**src/rtl/lieat_exu_oitf_pkg.sv**
```systemverilog
// Shared definitions for the outstanding instruction track FIFO:
// pipe encodings, register index width and the entry record.
package lieat_exu_oitf_pkg;

   localparam int RGIDX_SIZE = 5;

   localparam logic [1:0] OITF_OP_LSU    = 2'b00;
   localparam logic [1:0] OITF_OP_MULDIV = 2'b01;
   localparam logic [1:0] OITF_OP_NONE   = 2'b11;

   typedef struct packed {
      logic [1:0]            op;
      logic                  wen;
      logic [RGIDX_SIZE-1:0] rd;
   } oitf_entry_t;

   // An entry hits a query only when it is live and actually writes rd.
   function automatic logic rd_hit(input oitf_entry_t e, input logic vld,
                                   input logic en, input logic [RGIDX_SIZE-1:0] idx);
      return vld & e.wen & en & (e.rd == idx);
   endfunction

endpackage

```
**src/rtl/lieat_exu_oitf_if.sv**
```systemverilog
// Dispatch, retire, hazard-query and status bundle between the execute
// stage (master) and the OITF (slave).
interface lieat_exu_oitf_if
   import lieat_exu_oitf_pkg::*;
#(
   parameter int DEPTH = 4
);
   localparam int PTR_W = $clog2(DEPTH);

   logic                  disp_valid;
   logic                  disp_ready;
   logic [1:0]            disp_op;
   logic                  disp_rdwen;
   logic [RGIDX_SIZE-1:0] disp_rd;

   logic                  ret_valid;
   logic [1:0]            ret_op;

   logic                  q_rs1en;
   logic                  q_rs2en;
   logic                  q_rdwen;
   logic [RGIDX_SIZE-1:0] q_rs1;
   logic [RGIDX_SIZE-1:0] q_rs2;
   logic [RGIDX_SIZE-1:0] q_rd;

   logic                  raw_dep;
   logic                  waw_dep;
   logic                  oitf_empty;
   logic                  oitf_full;
   logic [PTR_W:0]        oitf_cnt;
   logic                  ret_err;

   modport master (
      output disp_valid, disp_op, disp_rdwen, disp_rd,
      output ret_valid, ret_op,
      output q_rs1en, q_rs2en, q_rdwen, q_rs1, q_rs2, q_rd,
      input  disp_ready, raw_dep, waw_dep, oitf_empty, oitf_full, oitf_cnt, ret_err
   );

   modport slave (
      input  disp_valid, disp_op, disp_rdwen, disp_rd,
      input  ret_valid, ret_op,
      input  q_rs1en, q_rs2en, q_rdwen, q_rs1, q_rs2, q_rd,
      output disp_ready, raw_dep, waw_dep, oitf_empty, oitf_full, oitf_cnt, ret_err
   );

endinterface

```
**src/rtl/lieat_exu_oitf_oldest_match.sv**
```systemverilog
// Circular first-set-bit finder: one-hot select of the first match at or
// after the start pointer, via rotate / isolate lowest bit / rotate back.
module lieat_oitf_oldest_match #(
   parameter int DEPTH = 4,
   parameter int PTR_W = $clog2(DEPTH)
) (
   input  logic [DEPTH-1:0] match,
   input  logic [PTR_W-1:0] start,
   output logic [DEPTH-1:0] sel,
   output logic             none
);

   logic [2*DEPTH-1:0] rot_dbl;
   logic [2*DEPTH-1:0] back_dbl;
   logic [DEPTH-1:0]   rot;
   logic [DEPTH-1:0]   rot_oh;

   // Doubling the vector turns the rotate into a plain shift.
   assign rot_dbl  = {match, match} >> start;
   assign rot      = rot_dbl[DEPTH-1:0];
   assign rot_oh   = rot & (~rot + DEPTH'(1));
   assign back_dbl = {rot_oh, rot_oh} << start;
   assign sel      = back_dbl[2*DEPTH-1:DEPTH];
   assign none     = ~|match;

endmodule

```
**src/rtl/lieat_general_dfflr.sv**
```systemverilog
// Generic load-enabled flop with synchronous active-high clear.
module lieat_general_dfflr #(
   parameter int DW = 1
) (
   input  logic          clk,
   input  logic          rst,
   input  logic          lden,
   input  logic [DW-1:0] dnxt,
   output logic [DW-1:0] qout
);

   always_ff @(posedge clk) begin
      if (rst)
         qout <= '0;
      else if (lden)
         qout <= dnxt;
   end

endmodule

```
**src/rtl/lieat_exu_oitf.sv**
```systemverilog
// Outstanding instruction track FIFO: tracks long-latency instructions from
// dispatch to writeback and answers RAW/WAW hazard queries at dispatch.
module lieat_exu_oitf
   import lieat_exu_oitf_pkg::*;
#(
   parameter  int DEPTH = 4,
   localparam int PTR_W = $clog2(DEPTH)
) (
   input  logic                 clk,
   input  logic                 rst,
   lieat_exu_oitf_if.slave      io
);

   logic [DEPTH-1:0] vld;
   oitf_entry_t      ent [DEPTH];
   oitf_entry_t      ent_nxt;
   logic [PTR_W-1:0] wptr;
   logic             ret_err_q;

   logic             disp_ready;
   logic             disp_hsk;
   logic             ret_qual;
   logic [DEPTH-1:0] match_vec;
   logic [DEPTH-1:0] ret_sel;
   logic             ret_none;
   logic [DEPTH-1:0] alloc;
   logic [DEPTH-1:0] clr;

   // Readiness looks only at the slot under wptr; holes elsewhere wait for wrap.
   assign disp_ready = ~vld[wptr];
   assign disp_hsk   = io.disp_valid & disp_ready;
   assign ret_qual   = io.ret_valid & (io.ret_op != OITF_OP_NONE);

   assign ent_nxt.op  = io.disp_op;
   assign ent_nxt.wen = io.disp_rdwen & (io.disp_rd != '0);
   assign ent_nxt.rd  = io.disp_rd;

   always_comb begin
      match_vec = '0;
      alloc     = '0;
      clr       = '0;
      for (int i = 0; i < DEPTH; i++) begin
         match_vec[i] = vld[i] & (ent[i].op == io.ret_op);
         alloc[i]     = disp_hsk & (wptr == PTR_W'(i));
         clr[i]       = ret_qual & ret_sel[i];
      end
   end

   // Scan starts at wptr, which is always the oldest slot in circular order.
   lieat_oitf_oldest_match #(
      .DEPTH (DEPTH),
      .PTR_W (PTR_W)
   ) u_oldest (
      .match (match_vec),
      .start (wptr),
      .sel   (ret_sel),
      .none  (ret_none)
   );

   for (genvar i = 0; i < DEPTH; i++) begin : g_ent
      // An allocated slot was empty, so alloc and clr never hit the same entry.
      lieat_general_dfflr #(.DW(1)) u_vld (
         .clk  (clk),
         .rst  (rst),
         .lden (alloc[i] | clr[i]),
         .dnxt (alloc[i]),
         .qout (vld[i])
      );

      lieat_general_dfflr #(.DW($bits(oitf_entry_t))) u_ent (
         .clk  (clk),
         .rst  (rst),
         .lden (alloc[i]),
         .dnxt (ent_nxt),
         .qout (ent[i])
      );
   end

   lieat_general_dfflr #(.DW(PTR_W)) u_wptr (
      .clk  (clk),
      .rst  (rst),
      .lden (disp_hsk),
      .dnxt (wptr + PTR_W'(1)),
      .qout (wptr)
   );

   lieat_general_dfflr #(.DW(1)) u_ret_err (
      .clk  (clk),
      .rst  (rst),
      .lden (ret_qual & ret_none),
      .dnxt (1'b1),
      .qout (ret_err_q)
   );

   logic           raw_dep;
   logic           waw_dep;
   logic [PTR_W:0] cnt;

   always_comb begin
      raw_dep = 1'b0;
      waw_dep = 1'b0;
      cnt     = '0;
      for (int i = 0; i < DEPTH; i++) begin
         raw_dep = raw_dep
                 | rd_hit(ent[i], vld[i], io.q_rs1en, io.q_rs1)
                 | rd_hit(ent[i], vld[i], io.q_rs2en, io.q_rs2);
         waw_dep = waw_dep | rd_hit(ent[i], vld[i], io.q_rdwen, io.q_rd);
         cnt     = cnt + (PTR_W+1)'(vld[i]);
      end
   end

   assign io.disp_ready = disp_ready;
   assign io.raw_dep    = raw_dep;
   assign io.waw_dep    = waw_dep;
   assign io.oitf_empty = ~|vld;
   assign io.oitf_full  = &vld;
   assign io.oitf_cnt   = cnt;
   assign io.ret_err    = ret_err_q;

endmodule

```
**src/flat_wrapper.sv**
```systemverilog
// flat-port wrapper written by rule: the top's interface ports become plain ports
module lieat_exu_oitf_flat import lieat_exu_oitf_pkg::*;
#(
   parameter  int DEPTH = 4,
   localparam int PTR_W = $clog2(DEPTH)
)
  (clk, rst, io_disp_valid, io_disp_op, io_disp_rdwen, io_disp_rd, io_ret_valid, io_ret_op, io_q_rs1en, io_q_rs2en, io_q_rdwen, io_q_rs1, io_q_rs2, io_q_rd, io_disp_ready, io_raw_dep, io_waw_dep, io_oitf_empty, io_oitf_full, io_oitf_cnt, io_ret_err);
  lieat_exu_oitf_if #(.DEPTH(DEPTH)) io_i ();
  input  logic clk;
  input  logic rst;
  input wire logic [$bits(io_i.disp_valid)-1:0] io_disp_valid;
  input wire logic [$bits(io_i.disp_op)-1:0] io_disp_op;
  input wire logic [$bits(io_i.disp_rdwen)-1:0] io_disp_rdwen;
  input wire logic [$bits(io_i.disp_rd)-1:0] io_disp_rd;
  input wire logic [$bits(io_i.ret_valid)-1:0] io_ret_valid;
  input wire logic [$bits(io_i.ret_op)-1:0] io_ret_op;
  input wire logic [$bits(io_i.q_rs1en)-1:0] io_q_rs1en;
  input wire logic [$bits(io_i.q_rs2en)-1:0] io_q_rs2en;
  input wire logic [$bits(io_i.q_rdwen)-1:0] io_q_rdwen;
  input wire logic [$bits(io_i.q_rs1)-1:0] io_q_rs1;
  input wire logic [$bits(io_i.q_rs2)-1:0] io_q_rs2;
  input wire logic [$bits(io_i.q_rd)-1:0] io_q_rd;
  output wire logic [$bits(io_i.disp_ready)-1:0] io_disp_ready;
  output wire logic [$bits(io_i.raw_dep)-1:0] io_raw_dep;
  output wire logic [$bits(io_i.waw_dep)-1:0] io_waw_dep;
  output wire logic [$bits(io_i.oitf_empty)-1:0] io_oitf_empty;
  output wire logic [$bits(io_i.oitf_full)-1:0] io_oitf_full;
  output wire logic [$bits(io_i.oitf_cnt)-1:0] io_oitf_cnt;
  output wire logic [$bits(io_i.ret_err)-1:0] io_ret_err;
  assign io_i.disp_valid = io_disp_valid;
  assign io_i.disp_op = io_disp_op;
  assign io_i.disp_rdwen = io_disp_rdwen;
  assign io_i.disp_rd = io_disp_rd;
  assign io_i.ret_valid = io_ret_valid;
  assign io_i.ret_op = io_ret_op;
  assign io_i.q_rs1en = io_q_rs1en;
  assign io_i.q_rs2en = io_q_rs2en;
  assign io_i.q_rdwen = io_q_rdwen;
  assign io_i.q_rs1 = io_q_rs1;
  assign io_i.q_rs2 = io_q_rs2;
  assign io_i.q_rd = io_q_rd;
  assign io_disp_ready = io_i.disp_ready;
  assign io_raw_dep = io_i.raw_dep;
  assign io_waw_dep = io_i.waw_dep;
  assign io_oitf_empty = io_i.oitf_empty;
  assign io_oitf_full = io_i.oitf_full;
  assign io_oitf_cnt = io_i.oitf_cnt;
  assign io_ret_err = io_i.ret_err;
  lieat_exu_oitf #(.DEPTH(DEPTH)) u_core (.clk(clk), .rst(rst), .io(io_i));
endmodule
```
**config.mk**
```make
export PLATFORM = sky130hd
export DESIGN_NAME = lieat_exu_oitf_flat
export DESIGN_NICKNAME = d
export VERILOG_FILES = /design/src/rtl/lieat_exu_oitf_pkg.sv /design/src/rtl/lieat_exu_oitf_if.sv /design/src/rtl/lieat_exu_oitf_oldest_match.sv /design/src/rtl/lieat_general_dfflr.sv /design/src/rtl/lieat_exu_oitf.sv /design/src/flat_wrapper.sv
export SDC_FILE = /design/constraint.sdc
export NUM_CORES = 1
export LEC_CHECK = 0
export BUFFER_PORTS_ARGS = -buffer_cell sky130_fd_sc_hd__buf_2
export CORE_MARGIN = 10
export CORE_UTILIZATION = 50
export CTS_CLUSTER_DIAMETER = 60
export DETAILED_ROUTE_END_ITERATION = 6
export PLACE_DENSITY = 0.8
export SYNTH_ARGS = -nofsm -noshare
export SYNTH_HDL_FRONTEND = slang
export SYNTH_SLANG_ARGS = --single-unit
```
**constraint.sdc**
```tcl
create_clock -name clk -period 1.6 [get_ports clk]
set_clock_uncertainty 0.1 [all_clocks]
set_input_delay 0.16 -clock clk [delete_from_list [all_inputs] [get_ports clk]]
set_output_delay 0.16 -clock clk [all_outputs]
set_load 0.01 [all_outputs]
```
# Word-level counts from Yosys, hierarchy flattened
# Cells that the tools add are included.
[word_totals] reg_bits=39 inputBits=32
[classes] add_sub_neg=5 magnitude_cmp=1 n_eq_ne=20 shifts=2 mux=2 n_bitwise=61 reduce_logical=7
[ops] op="5-bit == test" n=12
[ops] op="1-bit AND" n=44
[ops] op="1-bit OR" n=14
[ops] op="2-bit == test" n=4
[ops] op="4-bit OR reduction" n=2
[ops] op="8-bit by 2-bit left shift with 8-bit output" n=1
[ops] op="8-bit by 2-bit >> shifter with 4-bit output" n=1
[ops] op="3-bit by 1-bit adder with 3-bit output" n=2
[ops] op="5-bit nonzero test" n=1
[ops] op="4-bit by 1-bit adder with 4-bit output, second input constant" n=1
[ops] op="4-bit AND" n=1
[ops] op="2-bit == test, second input constant" n=2
[ops] op="4-bit NOT" n=1
[ops] op="4-bit AND reduction" n=1
[ops] op="2-bit by 3-bit less-than comparator with 1-bit output, second input constant" n=1
[ops] op="1-bit by 1-bit adder with 2-bit output" n=1
[ops] op="2-bit by 1-bit adder with 2-bit output, second input constant" n=1
[ops] op="1-bit binary-select mux with 2-bit select" n=1
[ops] op="2-bit by 1-bit == test with 1-bit output, second input constant" n=1
[ops] op="1-bit logical NOT" n=2
[ops] op="2-bit logical NOT" n=1
[ops] op="2-bit inequality test, second input constant" n=1
[ops] op="1-bit 2-to-1 mux" n=1
[ops] op="1-bit NOT" n=1

# Depth between registers and ports, before layout
[logic_depth] word_depth=10 depth_mapped=8 ltp_nobuf=6

# By module
# From an unflattened synthesis, not the netlist that was laid out.
[unflattened] hier_cells=283 hier_area_um2=2621.3
[by_module_without_submodules] module="lieat_general_dfflr at u_core.g_ent[0].u_ent ..." instances=4 cells_each=26 area_each_um2=285.3 seq_area_each_um2=160.2
[by_module_without_submodules] module="lieat_exu_oitf" instances=1 cells_each=140 area_each_um2=1127.3 seq_area_each_um2=0.0
[by_module_without_submodules] module="lieat_general_dfflr at u_core.g_ent[0].u_vld ..." instances=5 cells_each=3 area_each_um2=33.8 seq_area_each_um2=20.0
[by_module_without_submodules] module="lieat_oitf_oldest_match" instances=1 cells_each=18 area_each_um2=116.4 seq_area_each_um2=0.0
[by_module_without_submodules] module="lieat_general_dfflr at u_core.u_wptr" instances=1 cells_each=6 area_each_um2=67.6 seq_area_each_um2=40.0

# Least setup slack after synthesis
# Ideal clock, no wire load.
[synth_path] path_type="register to register" start="register u_core.u_wptr.qout[0]" end="register u_core.g_ent[2].u_ent.qout[3]" t_arrival_ns=1.536 required_time_ns=1.372 setup_slack_ns=-0.165 path_stages_with_launch=7 path_buffers=2 synth_period_minus_slack_ns=1.765 cell_sequence="dfxtp_1 buf_6 mux4_2 nand3b_1 buf_6 mux2i_1 nor2_1"
[synth_between] elab_chain_len=5 elab_cells_between_ends=6 cone_classes="eq/ne (1); mux (2); bitwise (3)"
[synth_rtl] item="start, declared" line_no="lieat_general_dfflr.sv:9" text="output logic [DW-1:0] qout"
[synth_rtl] item="start signal, assigned" line_no="lieat_general_dfflr.sv:16" text="qout <= dnxt;"
[synth_rtl] item="1-bit binary-select mux with 2-bit select" line_no="lieat_exu_oitf.sv:30" text="assign disp_ready = ~vld[wptr];"
[synth_rtl] item="1-bit 2-to-1 mux (not written as such)" line_no="lieat_exu_oitf.sv:30"
[synth_rtl] item="1-bit NOT" line_no="lieat_exu_oitf.sv:30"
[synth_rtl] item="1-bit AND" line_no="lieat_exu_oitf.sv:31" text="assign disp_hsk = io.disp_valid & disp_ready;"
[synth_rtl] item="1-bit AND *" line_no="lieat_exu_oitf.sv:44" text="alloc[i] = disp_hsk & (wptr == PTR_W'(i));"
[synth_rtl] item="end signal, assigned" line_no="lieat_general_dfflr.sv:16"
[synth_rtl] item="end, declared" line_no="lieat_general_dfflr.sv:9"
# Every way passes the cells marked *; elsewhere a longest branch is shown, timed or not. The select of a mux whose other input is x is not followed.
# A chain may end at the register's enable or synchronous reset.

# Worst setup path after layout
[layout_path] start="register u_core.g_ent[0].u_vld.qout" end="output port io_oitf_cnt[1]"
[layout_between] elab_chain_len=3
[layout_rtl] item="start, declared" line_no="lieat_general_dfflr.sv:9"
[layout_rtl] item="start signal, assigned" line_no="lieat_general_dfflr.sv:16"
[layout_rtl] item="1-bit by 1-bit adder with 2-bit output" line_no="lieat_exu_oitf.sv:108" text="cnt = cnt + (PTR_W+1)'(vld[i]);"
[layout_rtl] item="3-bit by 1-bit adder with 3-bit output (2 in a row)" line_no="lieat_exu_oitf.sv:108"
[layout_rtl] item="end, declared" line_no="flat_wrapper.sv:28" text="output wire logic [$bits(io_i.oitf_cnt)-1:0] io_oitf_cnt;"
# No other way between the ends.

==> results.json <==
{
  "end_kind": "output pin",
  "grt_max_degree": 29,
  "avgRoutedWirePerCell_um": 17.2,
  "final_common_cell": "xnor2_1",
  "r2r_slack_ns": -0.26,
  "crit_slowest_cell": "fa_2",
  "fp.coreArea_sq_um": 5110,
  "finalHoldViolCount": 0,
  "setup_violations": 45,
  "first_iter_violations": 156,
  "drive_above_1_share_pct": 38.5,
  "maxSlewHeadroom_pct": 78.4,
  "cp_num_buf_inv": 2,
  "vdd_ir_drop_max_mv": 0.468,
  "clkTransAtPathRegs_ns": 0.08,
  "rsz0062_at_grt": "true",
  "crit_required_ns": 1.34,
  "cp_max_fo": 2,
  "utilization_pct": 67.1,
  "critPathLaunchType": "flip-flop",
  "netlist_area_sq_um": 2640,
  "worstPathCellList": "inv_2 -> ha_4 -> fa_2 -> ha_4 -> buf_6",
  "clock-sinks": 39,
  "p_leak_nw": 1.51,
  "stdcell_count": 423,
  "fin_crit_ns": 1.88,
  "post-route-drc-count": 0,
  "ys_ff_latch": 39,
  "yosysUniqueCellTypes": 40,
  "gp_congestion": 0.986,
  "drtPass1Iterations": 5,
  "slowest_delay_ns": 0.35,
  "crit_type": "reg -> out",
  "num_rows": 26,
  "nFillCells": 411,
  "seq_area_frac_synth_pct": 29.6,
  "avgSynthCellArea_sq_um": 8.78,
  "ios": 41,
  "start_util_pct": 51.7,
  "path_delay_family": "adder cells",
  "worst_pin_slew_ns": 0.324,
  "hpwl_um": 5420,
  "fin_nets": 392,
  "grt_pass1_wl_um": 11900,
  "vias_per_cell": 5.54,
  "die-width_um": 92.7,
  "syn_nets": 341,
  "h-tree-depth": 2,
  "cp.arrival_ns": 1.62,
  "dp_cells": 410,
  "slew_violations": 0,
  "grt_pass1_vias": 2469,
  "period_share_pct": 118,
  "fp.dieArea_sq_um": 8590,
  "vias": 2345,
  "area_growth_syn_to_layout_pct": 29.8,
  "ant_nets": 0,
  "antenna_found_initial": 0,
  "gr-total-overflow": 0,
  "clock_latency_ns": 0.29,
  "cts.path.max_buffers": 2,
  "postRouteWirelength_um": 7280,
  "worst_slack_ns": -0.280,
  "root_buffer": "clkbuf_8",
  "die_h_um": 92.7,
  "status": "complete, but fails checks",
  "hold_class": "in -> reg",
  "fmax_ghz": 0.532,
  "layout_common_cells": "41 x xnor2_1, 38 x nor2_1, 35 x buf_2",
  "violations": "negative setup slack",
  "yosysWarningCount": 0,
  "portBuffers": 40,
  "antennaDiodeCount": 0,
  "hold_buffers": 0,
  "drv_cap": 0,
  "netlist_instances": 301,
  "p_per_area_nw_per_um2": 815,
  "crit_top_cell": "ha_4",
  "cts_buffers": 5,
  "cts_tree": "done",
  "grtUsageTotal_pct": 16.9
}
==> Yosys cell counts (all sizes together) <==
| master | instances | area share (%) |
|---|---|---|
| dfxtp | 39 | 30 |
| nor4bb | 1 | 0.38 |
| nor4 | 4 | 0.95 |
| inv | 8 | 1.1 |
| fa | 1 | 0.76 |
| and2 | 1 | 0.24 |
| xor2 | 19 | 6.3 |
| o22ai | 4 | 0.95 |
| a311o | 1 | 0.38 |
| a221oi | 1 | 0.57 |
| nand2 | 4 | 0.57 |
| o21ai | 3 | 0.57 |
| nor3 | 4 | 0.76 |
| nand4 | 17 | 4.0 |
| nor3b | 4 | 1.1 |
| and3 | 2 | 0.47 |
| and4 | 1 | 0.33 |
| a22oi | 2 | 0.57 |
| nand3 | 8 | 1.5 |
| clkbuf | 15 | 2.2 |
| buf | 8 | 2.7 |
| ha | 7 | 3.3 |
| o21a | 1 | 0.28 |
| a22o | 1 | 0.33 |
| a311oi | 1 | 0.33 |
| nand3b | 5 | 1.9 |
| o31ai | 1 | 0.28 |
| a31oi | 1 | 0.24 |
| a21oi | 12 | 2.3 |
| mux2i | 28 | 11 |
| nor2 | 43 | 6.1 |
| or4 | 1 | 0.28 |
| nor2b | 1 | 0.33 |
| mux4 | 1 | 0.85 |
| o211ai | 1 | 0.28 |
| xnor2 | 50 | 17 |
==> path summary, 6_finish.rpt <==
kind	endpoint	start	depth (start not counted)
worst max-delay path	io_oitf_cnt[1]	u_core.g_ent[0].u_vld.qout$_SDFFE_PP0P_	5
worst min-delay path	u_core.g_ent[3].u_ent.qout[7]$_SDFFE_PP0P_	io_disp_op[1]	3
worst max register to register	u_core.g_ent[2].u_vld.qout$_SDFFE_PP0P_	u_core.g_ent[1].u_vld.qout$_SDFFE_PP0P_	7
worst min register to register	u_core.u_ret_err.qout$_SDFFE_PP0P_	u_core.u_ret_err.qout$_SDFFE_PP0P_	1
==> state kept, by name, summed over array words and instances, names as in the netlist <==
register                 flops
u_core.g_ent.u_ent.qout     32
u_core.g_ent.u_vld.qout      4
u_core.u_wptr.qout           2
u_core.u_ret_err.qout        1
==> layer usage <==
| metal | global-route usage (%) | routed length [um] | vias up |
|---|---|---|---|
| met2 | 29.6 | 3600 | 70 |
| met3 | 3.31 | 352 | 8 |
| met4 | 4.88 | 94 | 0 |
| met1 | 20.6 | 3240 | 1133 |
| met5 | 0 | 0 | - |
| li1 | - | - | 1134 |
==> repair_timing <==
| action | 4_1_cts | 5_1_grt |
|---|---|---|
| pin swaps | 12 | 14 |
| endpoints found under the setup margin | 45 | 45 |
| gates resized for setup | 49 | 23 |
| buffers inserted | 6 | 0 |
==> logic make-up (layout without fill, tap and decap cells) <==
group                      after synthesis  count (layout)  synth area share [%]
adders and majority gates                8               8                  4.07
DFF                                     39              39                  29.6
xor gates and xnor gates                69              69                  22.9
buffers and inverters                   31              83                  5.97
and+or+nand+nor                         96              96                  19.0
muxes                                   29              29                  11.5
AOI/OAI and AO/OA                       29              29                  7.06
==> power breakdown <==
part	total, mW	internal, mW	leakage [nW]	switching (mW)
combinational	0.953	0.492	1.14	0.462
clock	0.713	0.352	0.0474	0.361
sequential	1.13	1.04	0.328	0.0867
==> stage by stage <==
stage                     total power [mW]  setup WS (ns)  TNS [ns]  cell area, sq um  hold WS [ns]
after floorplan                       1.68         -0.131     -4.31              2670         0.204
after global placement                1.92         -0.106     -2.38              3010         0.343
after detailed placement              1.94         -0.175     -3.18              3010         0.350
after CTS                             2.77         -0.280     -8.02              3320        0.0547
after global routing                  2.92         -0.316    -10.88              3430        0.0846
final                                 2.80         -0.280     -8.18              3430        0.0574
==> area by class of cell <==
cell class              instances  area [sq um]  share of cell area (%)
clock buffers                   6          82.6                    2.41
clock inverters                 2          16.3                   0.474
inverters                       8          30.0                   0.876
multi-input cells             231          1910                    55.8
flip-flops and latches         39           818                    23.9
well taps                      70          87.6                    2.55
repair buffers                 67           480                    14.0
==> worst reg2reg max path: stages (launching register included) <==
cell      delay (ns)
dfxtp_4         0.35
buf_6           0.11
mux4_2          0.50
buf_4           0.17
buf_6           0.11
nor2b_4         0.14
a21oi_1         0.10
a311oi_2        0.19
Power figures use the tool's default switching activity.
